`config.mk`:
```
export PLATFORM = sky130hd
export DESIGN_NAME = barker_spreader
export DESIGN_NICKNAME = d
export VERILOG_FILES = /design/src/rtl/barker_spreader.sv
export SDC_FILE = /design/constraint.sdc
export NUM_CORES = 1
export LEC_CHECK = 0
export CAP_MARGIN = 20
export CORE_AREA = 5 5 42 44
export DETAILED_ROUTE_END_ITERATION = 8
export DIE_AREA = 0 0 47 49
export HOLD_SLACK_MARGIN = 0.02
export PLACE_DENSITY = 0.6
export REMOVE_ABC_BUFFERS = 1
export SYNTH_ARGS = -nofsm -noshare
export SYNTH_HDL_FRONTEND = slang
export SYNTH_SLANG_ARGS = --single-unit
```
`constraint.sdc`:
```
create_clock -name clock -period 1.9 [get_ports clock]
set_input_delay 0.19 -clock clock [delete_from_list [all_inputs] [get_ports clock]]
set_output_delay 0.19 -clock clock [all_outputs]
set_load 0.02 [all_outputs]
```
`src/rtl/barker_spreader.sv`:
```
// Barker DSSS spreader: expands each DBPSK symbol into CHIPS registered chips,
// each held CHIP_DIV clock cycles, with a strobe marking every symbol start.
//
// Handshake: there is no valid/ready pair on the input side. symbol_strobe is
// the consume signal. input_dbpsk is sampled on the same edge that raises
// symbol_strobe. Upstream advances on seeing the strobe and holds its symbol
// stable until the next strobe edge. chip_valid marks live chips and cannot be
// stalled.
module barker_spreader #(
    parameter int               CHIPS    = 11,
    parameter logic [CHIPS-1:0] BARKER   = 11'b10110111000,
    parameter int               CHIP_DIV = 1
) (
    input  logic clock,
    input  logic reset,
    input  logic trigger,
    input  logic input_dbpsk,
    output logic output_chip,
    output logic chip_valid,
    output logic symbol_strobe,
    output logic busy
);

    localparam int DIV_W = (CHIP_DIV > 1) ? $clog2(CHIP_DIV) : 1;
    localparam int IDX_W = (CHIPS > 1) ? $clog2(CHIPS) : 1;
    localparam logic [DIV_W-1:0] DIV_LAST = DIV_W'(CHIP_DIV - 1);
    localparam logic [IDX_W-1:0] IDX_LAST = IDX_W'(CHIPS - 1);

    // BARKER is written first-chip-in-MSB. This reverses it so that
    // CODE[chip_idx] is the chip for that index.
    function automatic logic [CHIPS-1:0] reverse_code(input logic [CHIPS-1:0] code);
        logic [CHIPS-1:0] r;
        for (int i = 0; i < CHIPS; i++) begin
            r[i] = code[CHIPS-1-i];
        end
        return r;
    endfunction

    localparam logic [CHIPS-1:0] CODE = reverse_code(BARKER);

    typedef enum logic {
        IDLE   = 1'b0,
        SPREAD = 1'b1
    } state_t;

    state_t           state, state_next;
    logic [DIV_W-1:0] div_cnt, div_next;
    logic [IDX_W-1:0] chip_idx, idx_next, idx_inc;
    logic             sym_reg, sym_next;
    logic             chip_reg, chip_next;
    logic             valid_reg, valid_next;
    logic             strobe_reg, strobe_next;
    logic             start;

    // Next-state logic: start a symbol from IDLE or back-to-back, or step chips and divider.
    always_comb begin
        state_next  = state;
        div_next    = div_cnt;
        idx_next    = chip_idx;
        sym_next    = sym_reg;
        chip_next   = chip_reg;
        valid_next  = valid_reg;
        strobe_next = 1'b0;
        start       = 1'b0;
        idx_inc     = chip_idx + 1'b1;
        case (state)
            IDLE: begin
                start = trigger;
            end
            SPREAD: begin
                if (div_cnt == DIV_LAST) begin
                    div_next = '0;
                    if (chip_idx != IDX_LAST) begin
                        idx_next  = idx_inc;
                        chip_next = CODE[idx_inc] ^ sym_reg;
                    end else if (trigger) begin
                        start = 1'b1;
                    end else begin
                        // The symbol is finished and trigger is low, so go
                        // quiet. A low trigger earlier in the symbol does
                        // not matter.
                        state_next = IDLE;
                        idx_next   = '0;
                        chip_next  = 1'b0;
                        valid_next = 1'b0;
                    end
                end else begin
                    div_next = div_cnt + 1'b1;
                end
            end
            default: begin
                state_next = IDLE;
            end
        endcase
        if (start) begin
            state_next  = SPREAD;
            div_next    = '0;
            idx_next    = '0;
            sym_next    = input_dbpsk;
            chip_next   = CODE[0] ^ input_dbpsk;
            valid_next  = 1'b1;
            strobe_next = 1'b1;
        end
    end

    // State and registered outputs. A synchronous reset abandons any partial symbol.
    always_ff @(posedge clock) begin
        if (reset) begin
            state      <= IDLE;
            div_cnt    <= '0;
            chip_idx   <= '0;
            sym_reg    <= 1'b0;
            chip_reg   <= 1'b0;
            valid_reg  <= 1'b0;
            strobe_reg <= 1'b0;
        end else begin
            state      <= state_next;
            div_cnt    <= div_next;
            chip_idx   <= idx_next;
            sym_reg    <= sym_next;
            chip_reg   <= chip_next;
            valid_reg  <= valid_next;
            strobe_reg <= strobe_next;
        end
    end

    assign output_chip   = chip_reg;
    assign chip_valid    = valid_reg;
    assign symbol_strobe = strobe_reg;
    assign busy          = (state == SPREAD);

endmodule

```
==> results of run 1 <==
-- stage by stage --
step / hold WS, ns / utilization, %
final: 0.514 / 42.1
after detailed placement: 0.502 / 40.3
after global routing: 0.578 / 42.1
after floorplan: 0.259 / -
after global placement: 0.512 / 40.3
after CTS: 0.520 / 42.1
-- power by group --
part           switching (mW)  total [mW]  internal, mW
sequential             0.0101       0.210         0.199
combinational          0.0377      0.0801        0.0424
clock                  0.0707       0.152        0.0811
-- layout make-up --
class,count,area [um2]
clock buffer,4,26.3
fill,147,811
inverter,4,15.0
multi-input combinational,38,272
sequential,9,180
tap,16,20.0
timing repair buffer,8,77.6
-- routing by layer --
metal	wire length, um	track usage (%)
met5	0	0
met4	6	4.15
met3	49	3.32
met2	444	13.6
met1	487	11.9
-- cell families after synthesis --
group	Yosys count	share of synthesized area, %
compound gates	13	21.2
xor+xnor	1	4.83
fa+ha+maj	2	5.36
buf+inv	4	3.22
flops	9	38.6
mux	2	4.29
simple gates	20	22.5
-- how the worst min path moves through the flow --
stage | from | endpoint | slack, ns
after floorplan | reset | chip_idx[2]$_SDFFE_PP0P_ | 0.26
after global placement | sym_reg$_SDFFE_PP0P_ | sym_reg$_SDFFE_PP0P_ | 0.51
after detailed placement | sym_reg$_SDFFE_PP0P_ | sym_reg$_SDFFE_PP0P_ | 0.50
after CTS | sym_reg$_SDFFE_PP0P_ | sym_reg$_SDFFE_PP0P_ | 0.52
after global routing | sym_reg$_SDFFE_PP0P_ | sym_reg$_SDFFE_PP0P_ | 0.58
final | sym_reg$_SDFFE_PP0P_ | sym_reg$_SDFFE_PP0P_ | 0.51
-- cells in the final DEF, fill, tap and decap left out, drive strengths merged --
| cell | Yosys | final |
|---|---|---|
| and2 | 1 | 1 |
| buf | 0 | 1 |
| or2 | 1 | 1 |
| nand2 | 1 | 1 |
| clkdlybuf4s50 | 0 | 7 |
| clkbuf | 0 | 4 |
| and4 | 1 | 1 |
| nand3 | 1 | 1 |
| a32oi | 1 | 1 |
| or3 | 1 | 1 |
| o2111ai | 1 | 1 |
| nor3b | 1 | 1 |
| ha | 2 | 2 |
| a22oi | 1 | 1 |
| a31o | 2 | 2 |
| a211o | 1 | 1 |
| o21ai | 2 | 2 |
| nand3b | 2 | 2 |
| nor2 | 8 | 8 |
| nor3 | 2 | 2 |
| o21a | 1 | 1 |
| nand4 | 1 | 1 |
| a21oi | 3 | 3 |
| xnor3 | 1 | 1 |
| inv | 4 | 4 |
| o311a | 1 | 1 |
| dfxtp | 9 | 9 |
| mux2i | 2 | 2 |
-- critical path, stage by stage, from the launching register on --
cell	delay [ns]
dfxtp_1	0.43
inv_1	0.11
ha_1	0.21
nand3b_1	0.23
a21oi_1	0.15
or2_2	0.29
o311a_1	0.12
==> impl_metrics.env, run 1 <==
export IMPL_max_slew_margin_pct=80.9
export IMPL_dpl_cell_area_um2=564
export IMPL_root_buffer="clkbuf_4"
export IMPL_async_flop_share_pct=0
export IMPL_final_layout_size_suffix_gt1_share_pct=12.7
export IMPL_design_area_um2=591
export IMPL_hold_class="reg2reg"
export IMPL_tightest_slew_ns=0.285
export IMPL_endpoint="chip_valid$_SDFFE_PP0P_"
export IMPL_reg2reg_depth=6
export IMPL_die_y_um=49
export IMPL_regMostFlops="chip_idx"
export IMPL_power_density_mw_per_mm2=748
export IMPL_outcome="complete, no violations"
export IMPL_drt_pre_antenna_iters=4
export IMPL_setup_viol=0
export IMPL_syn_area_um2=467
export IMPL_io_buffers=7
export IMPL_placed_cells=75
export IMPL_cp_required_ns=2.05
export IMPL_finalSetupTns_ns=0
export IMPL_cp_arrival_ns=1.81
export IMPL_critPathLaunch="chip_idx[0]$_SDFFE_PP0P_"
export IMPL_largest_register_ffs=4
export IMPL_p_leak_nw=0.244
export IMPL_rsz0062_at_grt="false"
export IMPL_vias=427
export IMPL_rr_endpoint="chip_valid$_SDFFE_PP0P_"
export IMPL_endpoint_kind="register"
export IMPL_grt_pass1_wl_um=1580
export IMPL_synth_top_cells_by_count="dfxtp_1, nor2_1, inv_1"
export IMPL_finClkSkew_ns=0.00331
export IMPL_cts_tree="yes"
export IMPL_synth_edf_count=0
export IMPL_worstPathMaxFanout=7
export IMPL_viasPerCell=5.41
export IMPL_io_pins=8
export IMPL_grt_pass1_vias=357
export IMPL_drtIter0Drc=8
export IMPL_track_usage_pct=9.31
export IMPL_cts_buffer_depth=2
export IMPL_synth_top_area_cell="dfxtp_1"
export IMPL_numCtsBuffers=3
export IMPL_ys_types=25
export IMPL_ys_seq_elements=9
export IMPL_diodes=0
export IMPL_ys_seq_area_share_pct=38.6
export IMPL_ctsResizeCount=0
export IMPL_fin_total_pwr_mw=0.441
export IMPL_rr_startpoint="chip_idx[0]$_SDFFE_PP0P_"
export IMPL_syn_to_final_growth_pct=26.5
export IMPL_finalHoldViolations=0
export IMPL_post_cts_buffers=0
export IMPL_synth_cells=51
export IMPL_synth_most_common_cell="dfxtp_1"
export IMPL_fmax_ghz=0.601
export IMPL_fin_cells=79
export IMPL_wirelength_um=987
export IMPL_ir_worst_vdd_v=0.000298
export IMPL_fin_crit_sh_pct=87.6
export IMPL_clock_sinks=9
export IMPL_htree_levels=1
export IMPL_insertion_delay_ns=0.26
export IMPL_place_hpwl_um=728
export IMPL_ys_flop_type="dfxtp_1"
export IMPL_ctsHoldBuffers=0
export IMPL_ys_warn_count=0
export IMPL_post_place_ws_ns=0.258
export IMPL_finalMaxSlewViolations=0
export IMPL_avgRoutedWirePerCell_um=12.5
export IMPL_gp_congestion=0.755
export IMPL_ff2ff_setup_slack_ns=0.24
export IMPL_drv_cap=0
export IMPL_grt_antenna_before_repair=0
export IMPL_start_util_pct=33.3
export IMPL_nets=70
export IMPL_hold_depth=2
export IMPL_start_kind="register"
export IMPL_min_period_ns=1.66
export IMPL_antenna_left=0
export IMPL_drc=0
export IMPL_finalWorstSetupSlack_ns=0.235
export IMPL_crit_type="reg2reg"
export IMPL_grt_overflow=0
export IMPL_die_area_mm2=0.00230
export IMPL_path_clk_slew_ns=0.07
export IMPL_grt_max_degree=10
export IMPL_num_rows=14
export IMPL_synth_top_area_share_pct=38.6
export IMPL_synth_avg_cell_area_um2=9.15
export IMPL_synth_area_leaders="dfxtp_1, nor2_1, ha_1, xnor3_1, mux2i_1"
export IMPL_die_w_um=47
export IMPL_core_mm2=0.00140
(Power assumes the default switching activity.)
==> inputs of run 2 (changes only) <==
CTS_CLUSTER_SIZE = 8   (was not set)
HOLD_SLACK_MARGIN = 0.05   (was 0.02)
SKIP_CTS_REPAIR_TIMING = 1   (was not set)
==> results of run 2 <==
No change in the layout: final DEF, timing and power equal those of run 1.
